===== config.mk =====
export PLATFORM = sky130hd
export DESIGN_NAME = btc_job_master
export DESIGN_NICKNAME = d
export VERILOG_FILES = /design/src/rtl/btc_job_master_pkg.sv /design/src/rtl/btc_job_master_xfer.sv /design/src/rtl/btc_job_master.sv
export SDC_FILE = /design/constraint.sdc
export NUM_CORES = 1
export LEC_CHECK = 0
export CAP_MARGIN = 10
export CORE_ASPECT_RATIO = 0.5
export CORE_UTILIZATION = 40
export DETAILED_ROUTE_END_ITERATION = 16
export PLACE_DENSITY = 0.65
export SETUP_SLACK_MARGIN = 0.1
export SLEW_MARGIN = 20
export SYNTH_ARGS = -nofsm -noshare
export SYNTH_HDL_FRONTEND = slang
export SYNTH_HIERARCHICAL = 1
export SYNTH_SLANG_ARGS = --single-unit

===== constraint.sdc =====
create_clock -name clk -period 7.3 [get_ports clk]
set_input_delay 1.825 -clock clk [delete_from_list [all_inputs] [get_ports clk]]
set_output_delay 1.825 -clock clk [all_outputs]
set_load 0.005 [all_outputs]

===== src/rtl/btc_job_master_pkg.sv =====
// Shared miner definitions: register map, header size and job FSM states.
// Used by the job master and by the miner register block.
package btc_job_master_pkg;

  localparam logic [7:0] REG_CTRL   = 8'h00;
  localparam logic [7:0] REG_HDR    = 8'h04;
  localparam logic [7:0] REG_STATUS = 8'h54;
  localparam logic [7:0] REG_NONCE  = 8'h58;

  localparam int         HDR_WORDS = 20;
  localparam logic [4:0] HDR_LAST  = 5'(HDR_WORDS - 1);

  typedef enum logic [3:0] {
    ST_IDLE,
    ST_LOAD,
    ST_CFG,
    ST_SNAP,
    ST_START,
    ST_GAP,
    ST_POLL,
    ST_NONCE,
    ST_RESULT
  } job_state_e;

  function automatic logic [7:0] hdr_addr(input logic [4:0] idx);
    return REG_HDR + {1'b0, idx, 2'b00};
  endfunction

endpackage


===== src/rtl/btc_job_master_xfer.sv =====
// Single Wishbone classic transaction engine with ack timeout.
// Drops cycle/strobe the cycle after ack, err or timeout is seen.
module wb_single_xfer
  import btc_job_master_pkg::*;
#(
  parameter int ACK_TIMEOUT = 255
) (
  input  logic        clk,
  input  logic        rst,
  input  logic        req,
  input  logic [7:0]  req_addr,
  input  logic        req_we,
  input  logic [31:0] req_wdata,
  input  logic        ack_i,
  input  logic        err_i,
  output logic        cyc_o,
  output logic [7:0]  addr_o,
  output logic        we_o,
  output logic [31:0] wdata_o,
  output logic        done_o,
  output logic        err_o,
  output logic        tmo_o
);

  localparam int CW = (ACK_TIMEOUT > 1) ? $clog2(ACK_TIMEOUT + 1) : 1;
  localparam logic [CW-1:0] CNT_LAST = CW'(ACK_TIMEOUT - 1);

  logic          cyc_q, cyc_d;
  logic [7:0]    addr_q, addr_d;
  logic          we_q, we_d;
  logic [31:0]   wdata_q, wdata_d;
  logic [CW-1:0] cnt_q, cnt_d;

  always_comb begin
    cyc_d   = cyc_q;
    addr_d  = addr_q;
    we_d    = we_q;
    wdata_d = wdata_q;
    cnt_d   = cnt_q;
    done_o  = cyc_q & ack_i & ~err_i;
    err_o   = cyc_q & err_i;
    tmo_o   = cyc_q & ~ack_i & ~err_i & (cnt_q == CNT_LAST);
    if (cyc_q) begin
      cnt_d = cnt_q + CW'(1);
      if (ack_i || err_i || tmo_o) begin
        cyc_d = 1'b0;
        we_d  = 1'b0;
        cnt_d = '0;
      end
    end else if (req) begin
      cyc_d   = 1'b1;
      addr_d  = req_addr;
      we_d    = req_we;
      wdata_d = req_wdata;
      cnt_d   = '0;
    end
  end

  always_ff @(posedge clk) begin
    if (rst) begin
      cyc_q   <= 1'b0;
      addr_q  <= '0;
      we_q    <= 1'b0;
      wdata_q <= '0;
      cnt_q   <= '0;
    end else begin
      cyc_q   <= cyc_d;
      addr_q  <= addr_d;
      we_q    <= we_d;
      wdata_q <= wdata_d;
      cnt_q   <= cnt_d;
    end
  end

  assign cyc_o   = cyc_q;
  assign addr_o  = addr_q;
  assign we_o    = we_q;
  assign wdata_o = wdata_q;

endmodule


===== src/rtl/btc_job_master.sv =====
// Streams a block header into the miner, starts it, polls for completion
// and returns the nonce or an error through a result handshake.
module btc_job_master
  import btc_job_master_pkg::*;
#(
  parameter int POLL_GAP    = 16,
  parameter int ACK_TIMEOUT = 255
) (
  input  logic        clk,
  input  logic        wbRst,
  input  logic        jobValid,
  output logic        jobReady,
  input  logic [31:0] jobWord,
  input  logic        cfgUseNonceIn,
  input  logic        cfgOneshot,
  output logic [7:0]  wbAddr,
  output logic [3:0]  wbSel,
  output logic        wbWe,
  output logic [31:0] wbWData,
  output logic        wbCycle,
  output logic        wbStrobe,
  output logic [2:0]  wbCti,
  output logic [1:0]  wbBte,
  input  logic [31:0] wbRData,
  input  logic        wbAck,
  input  logic        wbErr,
  output logic        resValid,
  output logic [31:0] resNonce,
  output logic        resFound,
  output logic        resError,
  input  logic        resReady,
  output logic        busy
);

  localparam int GW = (POLL_GAP > 1) ? $clog2(POLL_GAP) : 1;
  localparam logic [GW-1:0] GAP_LAST = GW'(POLL_GAP - 1);

  job_state_e    state_q, state_d;
  logic [4:0]    idx_q, idx_d;
  logic [31:0]   word_q, word_d;
  logic          have_q, have_d;
  logic          use_nonce_q, use_nonce_d;
  logic          oneshot_q, oneshot_d;
  logic          ref_q, ref_d;
  logic [GW-1:0] gap_q, gap_d;
  logic          found_q, found_d;
  logic [31:0]   nonce_q, nonce_d;
  logic          error_q, error_d;

  logic        x_req, x_we, x_cyc, x_done, x_err, x_tmo;
  logic [7:0]  x_addr;
  logic [31:0] x_wdata;
  logic        job_rdy;

  wb_single_xfer #(
    .ACK_TIMEOUT(ACK_TIMEOUT)
  ) u_xfer (
    .clk      (clk),
    .rst      (wbRst),
    .req      (x_req),
    .req_addr (x_addr),
    .req_we   (x_we),
    .req_wdata(x_wdata),
    .ack_i    (wbAck),
    .err_i    (wbErr),
    .cyc_o    (x_cyc),
    .addr_o   (wbAddr),
    .we_o     (wbWe),
    .wdata_o  (wbWData),
    .done_o   (x_done),
    .err_o    (x_err),
    .tmo_o    (x_tmo)
  );

  always_comb begin
    state_d     = state_q;
    idx_d       = idx_q;
    word_d      = word_q;
    have_d      = have_q;
    use_nonce_d = use_nonce_q;
    oneshot_d   = oneshot_q;
    ref_d       = ref_q;
    gap_d       = gap_q;
    found_d     = found_q;
    nonce_d     = nonce_q;
    error_d     = error_q;
    x_req       = 1'b0;
    x_addr      = REG_CTRL;
    x_we        = 1'b0;
    x_wdata     = '0;
    job_rdy     = 1'b0;
    unique case (state_q)
      ST_IDLE: begin
        job_rdy = ~wbRst;
        if (jobValid && job_rdy) begin
          word_d      = jobWord;
          use_nonce_d = cfgUseNonceIn;
          oneshot_d   = cfgOneshot;
          have_d      = 1'b1;
          idx_d       = '0;
          error_d     = 1'b0;
          found_d     = 1'b0;
          nonce_d     = '0;
          state_d     = ST_LOAD;
        end
      end
      ST_LOAD: begin
        // next word is only requested once the previous write has retired
        job_rdy = ~have_q & ~x_cyc & (idx_q != 5'd0);
        if (jobValid && job_rdy) begin
          word_d = jobWord;
          have_d = 1'b1;
        end
        x_req   = have_q & ~x_cyc;
        x_addr  = hdr_addr(idx_q);
        x_we    = 1'b1;
        x_wdata = word_q;
        if (x_done) begin
          have_d = 1'b0;
          if (idx_q == HDR_LAST) state_d = ST_CFG;
          else idx_d = idx_q + 5'd1;
        end
      end
      ST_CFG: begin
        x_req   = ~x_cyc;
        x_addr  = REG_CTRL;
        x_we    = 1'b1;
        x_wdata = {29'd0, oneshot_q, use_nonce_q, 1'b1};
        if (x_done) state_d = ST_SNAP;
      end
      ST_SNAP: begin
        x_req  = ~x_cyc;
        x_addr = REG_STATUS;
        if (x_done) begin
          ref_d   = wbRData[0];
          state_d = ST_START;
        end
      end
      ST_START: begin
        x_req  = ~x_cyc;
        x_addr = REG_STATUS;
        x_we   = 1'b1;
        if (x_done) begin
          gap_d   = '0;
          state_d = ST_GAP;
        end
      end
      ST_GAP: begin
        gap_d = gap_q + GW'(1);
        if (gap_q == GAP_LAST) begin
          gap_d   = '0;
          state_d = ST_POLL;
        end
      end
      ST_POLL: begin
        x_req  = ~x_cyc;
        x_addr = REG_STATUS;
        if (x_done) begin
          gap_d = '0;
          if (wbRData[0] != ref_q) begin
            found_d = wbRData[1];
            state_d = ST_NONCE;
          end else begin
            state_d = ST_GAP;
          end
        end
      end
      ST_NONCE: begin
        x_req  = ~x_cyc;
        x_addr = REG_NONCE;
        if (x_done) begin
          nonce_d = wbRData;
          state_d = ST_RESULT;
        end
      end
      ST_RESULT: begin
        if (resReady) state_d = ST_IDLE;
      end
      default: state_d = ST_IDLE;
    endcase
    if (x_err || x_tmo) begin
      have_d  = 1'b0;
      error_d = 1'b1;
      found_d = 1'b0;
      nonce_d = '0;
      state_d = ST_RESULT;
    end
  end

  always_ff @(posedge clk) begin
    if (wbRst) begin
      state_q     <= ST_IDLE;
      idx_q       <= '0;
      word_q      <= '0;
      have_q      <= 1'b0;
      use_nonce_q <= 1'b0;
      oneshot_q   <= 1'b0;
      ref_q       <= 1'b0;
      gap_q       <= '0;
      found_q     <= 1'b0;
      nonce_q     <= '0;
      error_q     <= 1'b0;
    end else begin
      state_q     <= state_d;
      idx_q       <= idx_d;
      word_q      <= word_d;
      have_q      <= have_d;
      use_nonce_q <= use_nonce_d;
      oneshot_q   <= oneshot_d;
      ref_q       <= ref_d;
      gap_q       <= gap_d;
      found_q     <= found_d;
      nonce_q     <= nonce_d;
      error_q     <= error_d;
    end
  end

  assign jobReady = job_rdy;
  assign wbCycle  = x_cyc;
  assign wbStrobe = x_cyc;
  assign wbSel    = {4{x_cyc}};
  assign wbCti    = 3'b000;
  assign wbBte    = 2'b00;
  assign resValid = (state_q == ST_RESULT);
  assign resNonce = nonce_q;
  assign resFound = found_q;
  assign resError = error_q;
  assign busy     = (state_q != ST_IDLE);

endmodule

==> impl_metrics.json, run 1 <==
{
  "status": "finished, final reports clean",
  "dp_cells": 1042,
  "finalNetCount": 940,
  "period_share_pct": 66.7,
  "rr_startpoint": "state_q[0]$_SDFFE_PP0P_",
  "io_pins": 161,
  "syn2layout_area_growth_pct": 35.3,
  "synth_area_sq_mm": 0.00608,
  "via_count": 5361,
  "fmax_mhz": 205,
  "start_kind": "input port",
  "clkTransAtPathRegs_ps": 50,
  "cp.required_ps": 5480,
  "r2r_cells": 6,
  "crit_start": "wbRst",
  "ant_nets": 0,
  "synth_top_flop_cell": "dfxtp_1",
  "worst_slew_pin_slew_ps": 1030,
  "p_leak_nw": 2.85,
  "viasPerCell": 4.99,
  "post-route-min-period_ps": 4870,
  "synth_commonest_cells": "dfxtp_1 (133), nand2_1 (133), a21oi_1 (90)",
  "hp-class": "reg -> reg",
  "ys_seq_area_share_pct": 43.8,
  "cts_buffers": 17,
  "cellPowerDensity_mw_per_mm2": 244,
  "antennaDiodeCount": 0,
  "post-route-util_pct": 56.2,
  "antenna_found_initial": 0,
  "synth.largest_area_cell": "dfxtp_1",
  "rsz0062_at_grt": "false",
  "yosysTopAreaCellShare_pct": 43.8,
  "clock-sinks": 133,
  "worst_skew_pair.late_latency_ps": 410,
  "wl_per_cell_microns": 13.9,
  "yosysUniqueCellTypes": 58,
  "cts_resized": 0,
  "ctsHoldBuffers": 0,
  "ir_drop_v": 0.000170,
  "wl_mm": 14.9,
  "detail_route.first_pass.iterations": 5,
  "drv_slew": 0,
  "grt_util_all_layers_pct": 18.9,
  "maxSlewHeadroom_pct": 31.0,
  "grt_pass1_wl_mm": 23.8,
  "drive_above_1_share_pct": 5.71,
  "critPathCapture": "jobReady",
  "layout.cells.non_filler": 1074,
  "cts_max_path_buffers": 2,
  "setup_viol": 0,
  "fin_skew_ps": 12.4,
  "tns_ps": 0,
  "num_rows": 31,
  "cts_root_buf": "clkbuf_16",
  "regToRegSetupSlack_ps": 4350,
  "cts_setup_buffers": 0,
  "grt_max_degree": 96,
  "hpwlAfterDp_mm": 9.65,
  "hold_violations": 0,
  "synth.area.top_cells": "dfxtp_1 (44%), nand2_1 (8.2%), a21oi_1 (7.4%)",
  "port-buffer-count": 155,
  "syn_inst": 742,
  "core_area_sq_mm": 0.0147,
  "cp_max_fo": 39,
  "critPathCaptureType": "output port",
  "gr-total-overflow": 0,
  "die-area_sq_mm": 0.0157,
  "max_cap_viol_count": 0,
  "gp_routability_congestion": 0.818,
  "arrival_ps": 3040,
  "cts-htree-levels": 4,
  "async_flop_share_pct": 0,
  "initialDrtViolationCount": 283,
  "cts_tree": "built",
  "drc": 0,
  "rr_endpoint": "u_xfer/we_o$_SDFFE_PP0P_",
  "synth.avg_cell_area_sq_um": 8.20,
  "die_height_microns": 89.2,
  "critPathKind": "in -> out",
  "die_x_microns": 176,
  "ys_ff_latch": 133,
  "grt_pass1_vias": 4850,
  "initial_utilization_pct": 41.5,
  "ys.warnings.count": 6,
  "synth_edf_count": 0
}
[cell usage in the layout, fill, tap and decap left out, types with 3 or more instances in the layout]
master             n
a21o_1             3
nand2_1          133
xnor2_1            3
inv_1              7
nor2b_1            8
a21oi_1           90
nor2_1            23
conb_1             7
or4_1              3
buf_4              9
clkbuf_16         17
clkinv_4           3
clkdlybuf4s50_1  154
or4b_1             3
a22oi_1            4
nand3_1           45
inv_6              4
nand3b_1           3
clkinvlp_4         4
nand2b_1          67
mux2i_1           38
o21ai_0           13
nor3_1             5
and2_1            31
dfxtp_1          133
a31oi_1            7
ha_1               5
or3_1              6
nand4_1            3
[final cells by class]
type                       instances  area (sq um)
tap                              198           248
clock inverter                    13           126
fill                            1380          6430
multi-input combinational        540          3130
timing repair buffer             163          1610
inverter                           8          30.0
clock buffer                      19           433
sequential                       133          2660
[cell families (layout without fill, tap and decap cells)]
kind of cell	Yosys count	count (layout)	synth area share, %
and+or+nand+nor	351	351	30.1
muxes	38	38	6.25
AOI/OAI and AO/OA	134	134	12.3
other	1	7	0.0616
adders and majority gates	5	5	1.03
DFF	133	133	43.8
buffers and inverters	75	203	5.76
xor gates and xnor gates	5	5	0.720
[per-stage QoR]
stage	total power [mW]	hold WS [ps]	area (sq um)	setup WS, ps
2_1_floorplan	1.08	441	6110	3130
3_3_place_gp	1.22	437	7670	2440
3_5_place_dp	1.22	443	7670	2430
4_1_cts	2.03	451	8230	2430
5_1_grt	2.11	468	8230	2310
6_report	2.01	448	8230	2430
[sequential cells by signal (all words and copies together), names as in the netlist, 4 cells and up]
signal / cells
word_q: 32
idx_q: 5
u_xfer/cnt_q: 8
resNonce: 32
u_xfer/wdata_o: 32
state_q: 4
u_xfer/addr_o: 8
gap_q: 4
[power breakdown]
part           internal, mW  total [mW]  switching, mW
clock network         0.474       0.807          0.334
logic                 0.164       0.398          0.234
registers             0.759       0.801         0.0420
[worst max-delay path, cell delays in order]
cell and delay (ps):
buf_4 330, nor2_1 70, a31oi_1 260, nor3_1 70, clkdlybuf4s50_1 480
[metal layers]
layer  vias up  routed length, microns  share of wire, %  GRT usage (%)
li1       2736                       -                 -              -
met1      2473                    7300                49           25.4
met2       139                    6770                45           30.9
met3        13                     731               4.9           4.17
met4         0                     140              0.94           5.41
met5         -                       0                 0              0
[worst min-delay path by stage]
stage                         startpoint                         to  slack, ps  depth (start not counted)
6_report       resNonce[11]$_SDFFE_PP0P_  resNonce[11]$_SDFFE_PP0P_        450                          2
3_5_place_dp   resNonce[11]$_SDFFE_PP0P_  resNonce[11]$_SDFFE_PP0P_        440                          2
2_1_floorplan      gap_q[3]$_SDFFE_PP0P_      gap_q[3]$_SDFFE_PP0P_        440                          1
4_1_cts        resNonce[11]$_SDFFE_PP0P_  resNonce[11]$_SDFFE_PP0P_        450                          2
3_3_place_gp   resNonce[31]$_SDFFE_PP0P_  resNonce[31]$_SDFFE_PP0P_        440                          2
5_1_grt        resNonce[13]$_SDFFE_PP0P_  resNonce[13]$_SDFFE_PP0P_        470                          2
(Power assumes the default switching activity.)
==> run 2: changes to the inputs <==
--- a/config.mk
+++ b/config.mk
@@ -9,7 +9,7 @@
 export CORE_ASPECT_RATIO = 0.5
 export CORE_UTILIZATION = 40
 export DETAILED_ROUTE_END_ITERATION = 16
-export PLACE_DENSITY = 0.65
+export PLACE_DENSITY = 0.68
 export SETUP_SLACK_MARGIN = 0.1
 export SLEW_MARGIN = 20
 export SYNTH_ARGS = -nofsm -noshare
==> constraint.sdc (replaced) <==
create_clock -name clk -period 4.1 [get_ports clk]
set_input_delay 1.025 -clock clk [delete_from_list [all_inputs] [get_ports clk]]
set_output_delay 1.025 -clock clk [all_outputs]
set_load 0.005 [all_outputs]
==> run 2 against run 1 <==
Utilization is essentially flat. Critical endpoint is now resValid. Wire length grew 3.4%. Count of clock-buffer cells in the layout shrank 1.
==> impl_metrics.json, run 2 (synthesis results as in run 1) <==
{
  "status": "finished, final reports clean",
  "gr-total-overflow": 0,
  "core_area_sq_mm": 0.0147,
  "place_area_sq_mm": 0.00768,
  "initial_utilization_pct": 41.5,
  "worst_skew_pair.late_latency_ps": 410,
  "dp_cells": 1043,
  "die_height_microns": 89.2,
  "hp-class": "reg -> reg",
  "rsz0062_at_grt": "false",
  "cp_max_fo": 21,
  "finalNetCount": 941,
  "clock-sinks": 133,
  "layout.cells.non_filler": 1075,
  "start_kind": "register",
  "hpwlAfterDp_mm": 9.91,
  "swShare_pct": 30.8,
  "hold_violations": 0,
  "worst_slew_pin_slew_ps": 1040,
  "cts_tree": "built",
  "tns_ps": 0,
  "antenna_found_initial": 0,
  "seqPwrFrac_pct": 39.6,
  "clkTransAtPathRegs_ps": 60,
  "critPathKind": "reg -> out",
  "die_x_microns": 176,
  "ir_drop_v": 0.000253,
  "cpMaxStageDelayCell": "dfxtp_1",
  "fin_skew_ps": 10.1,
  "syn2layout_area_growth_pct": 35.4,
  "final_cell_mix": "clkdlybuf4s50_1 (154), nand2_1 (133), dfxtp_1 (133)",
  "ctsHoldBuffers": 0,
  "clkPwrFrac_pct": 40.2,
  "cts-htree-levels": 4,
  "grt_util_all_layers_pct": 19.5,
  "cts_setup_buffers": 0,
  "internal-power_mw": 2.49,
  "drc": 0,
  "ant_nets": 0,
  "wl_mm": 15.4,
  "place_ws_ps": 890,
  "whs_ps": 451,
  "cts_buffers": 17,
  "gp_routability_congestion": 0.822,
  "final_area_sq_mm": 0.00824,
  "post-route-min-period_ps": 3330,
  "port-buffer-count": 155,
  "num_rows": 31,
  "grt_pass1_wl_mm": 24.4,
  "viasPerCell": 5.09,
  "cts_root_buf": "clkbuf_16",
  "cts_resized": 0,
  "io_pins": 161,
  "maxSlewHeadroom_pct": 30.5,
  "period_share_pct": 81.2,
  "p_comb_share_pct": 20.2,
  "via_count": 5467,
  "post-route-util_pct": 56.2,
  "detail_route.first_pass.iterations": 5,
  "antennaDiodeCount": 0,
  "die-area_sq_mm": 0.0157,
  "max_cap_viol_count": 0,
  "wl_per_cell_microns": 14.4,
  "cts_max_path_buffers": 2,
  "max_stage_delay_ps": 840,
  "drive_above_1_share_pct": 5.82,
  "grt_pass1_vias": 4964,
  "final_common_cell": "clkdlybuf4s50_1",
  "setup_viol": 0,
  "fin_ws_ps": 771,
  "fmax_mhz": 300,
  "cp.required_ps": 3070,
  "crit_chain": "nor4b_1 -> clkdlybuf4s50_1",
  "initialDrtViolationCount": 279,
  "p_sw_mw": 1.11,
  "cellPowerDensity_mw_per_mm2": 437,
  "critPathCaptureType": "output port",
  "grt_max_degree": 124,
  "drv_slew": 0,
  "arrival_ps": 2300,
  "fin_total_pwr_mw": 3.60,
  "p_leak_nw": 2.85
}
-- run 2: cell types whose count changed in the layout (fill, tap and decap cells not counted), sizes merged --
cell      previous run  this run
clkinvlp             4         5
clkbuf              19        18
inv                 12        11
buf                  9        10
clkinv               4         5
-- run 2: routing by layer --
layer,part of all wire [%],GRT usage [%]
met1,47,24.2
met2,46,33.3
met3,6.1,5.02
met4,1.2,7.05
met5,0,0
-- run 2: worst max-delay path, delay by kind of cell (launching register included) --
family	cells	cell delay (ps)
buf+inv	1	590
simple gates	1	460
flops	1	840
-- run 2: power by group through the flow --
stage | clock (mW) | combinational, mW | sequential, mW
floorplan | 0 | 0.506 | 1.41
global placement | 0 | 0.731 | 1.45
detailed placement | 0 | 0.736 | 1.45
CTS | 1.48 | 0.740 | 1.42
global route | 1.55 | 0.801 | 1.44
finish | 1.45 | 0.728 | 1.42
-- run 2: final timing paths --
kind | from | to | depth (start not counted) | slack, ps
hold reg to reg | resNonce[0]$_SDFFE_PP0P_ | resNonce[0]$_SDFFE_PP0P_ | 2 | 450
setup / recovery | state_q[3]$_SDFFE_PP0P_ | resValid | 2 | 770
setup reg to reg | state_q[0]$_SDFFE_PP0P_ | u_xfer/wdata_o[25]$_SDFFE_PP0P_ | 6 | 1350
hold / removal | resNonce[0]$_SDFFE_PP0P_ | resNonce[0]$_SDFFE_PP0P_ | 2 | 450
-- run 2: final cells by class --
class	instances	area, sq um
Multi-Input combinational cell	540	3120
Clock buffer	18	429
Clock inverter	14	130
Sequential cell	133	2660
Tap cell	198	248
Inverter	8	30.0
Timing Repair Buffer	164	1620
Fill cell	1351	6420
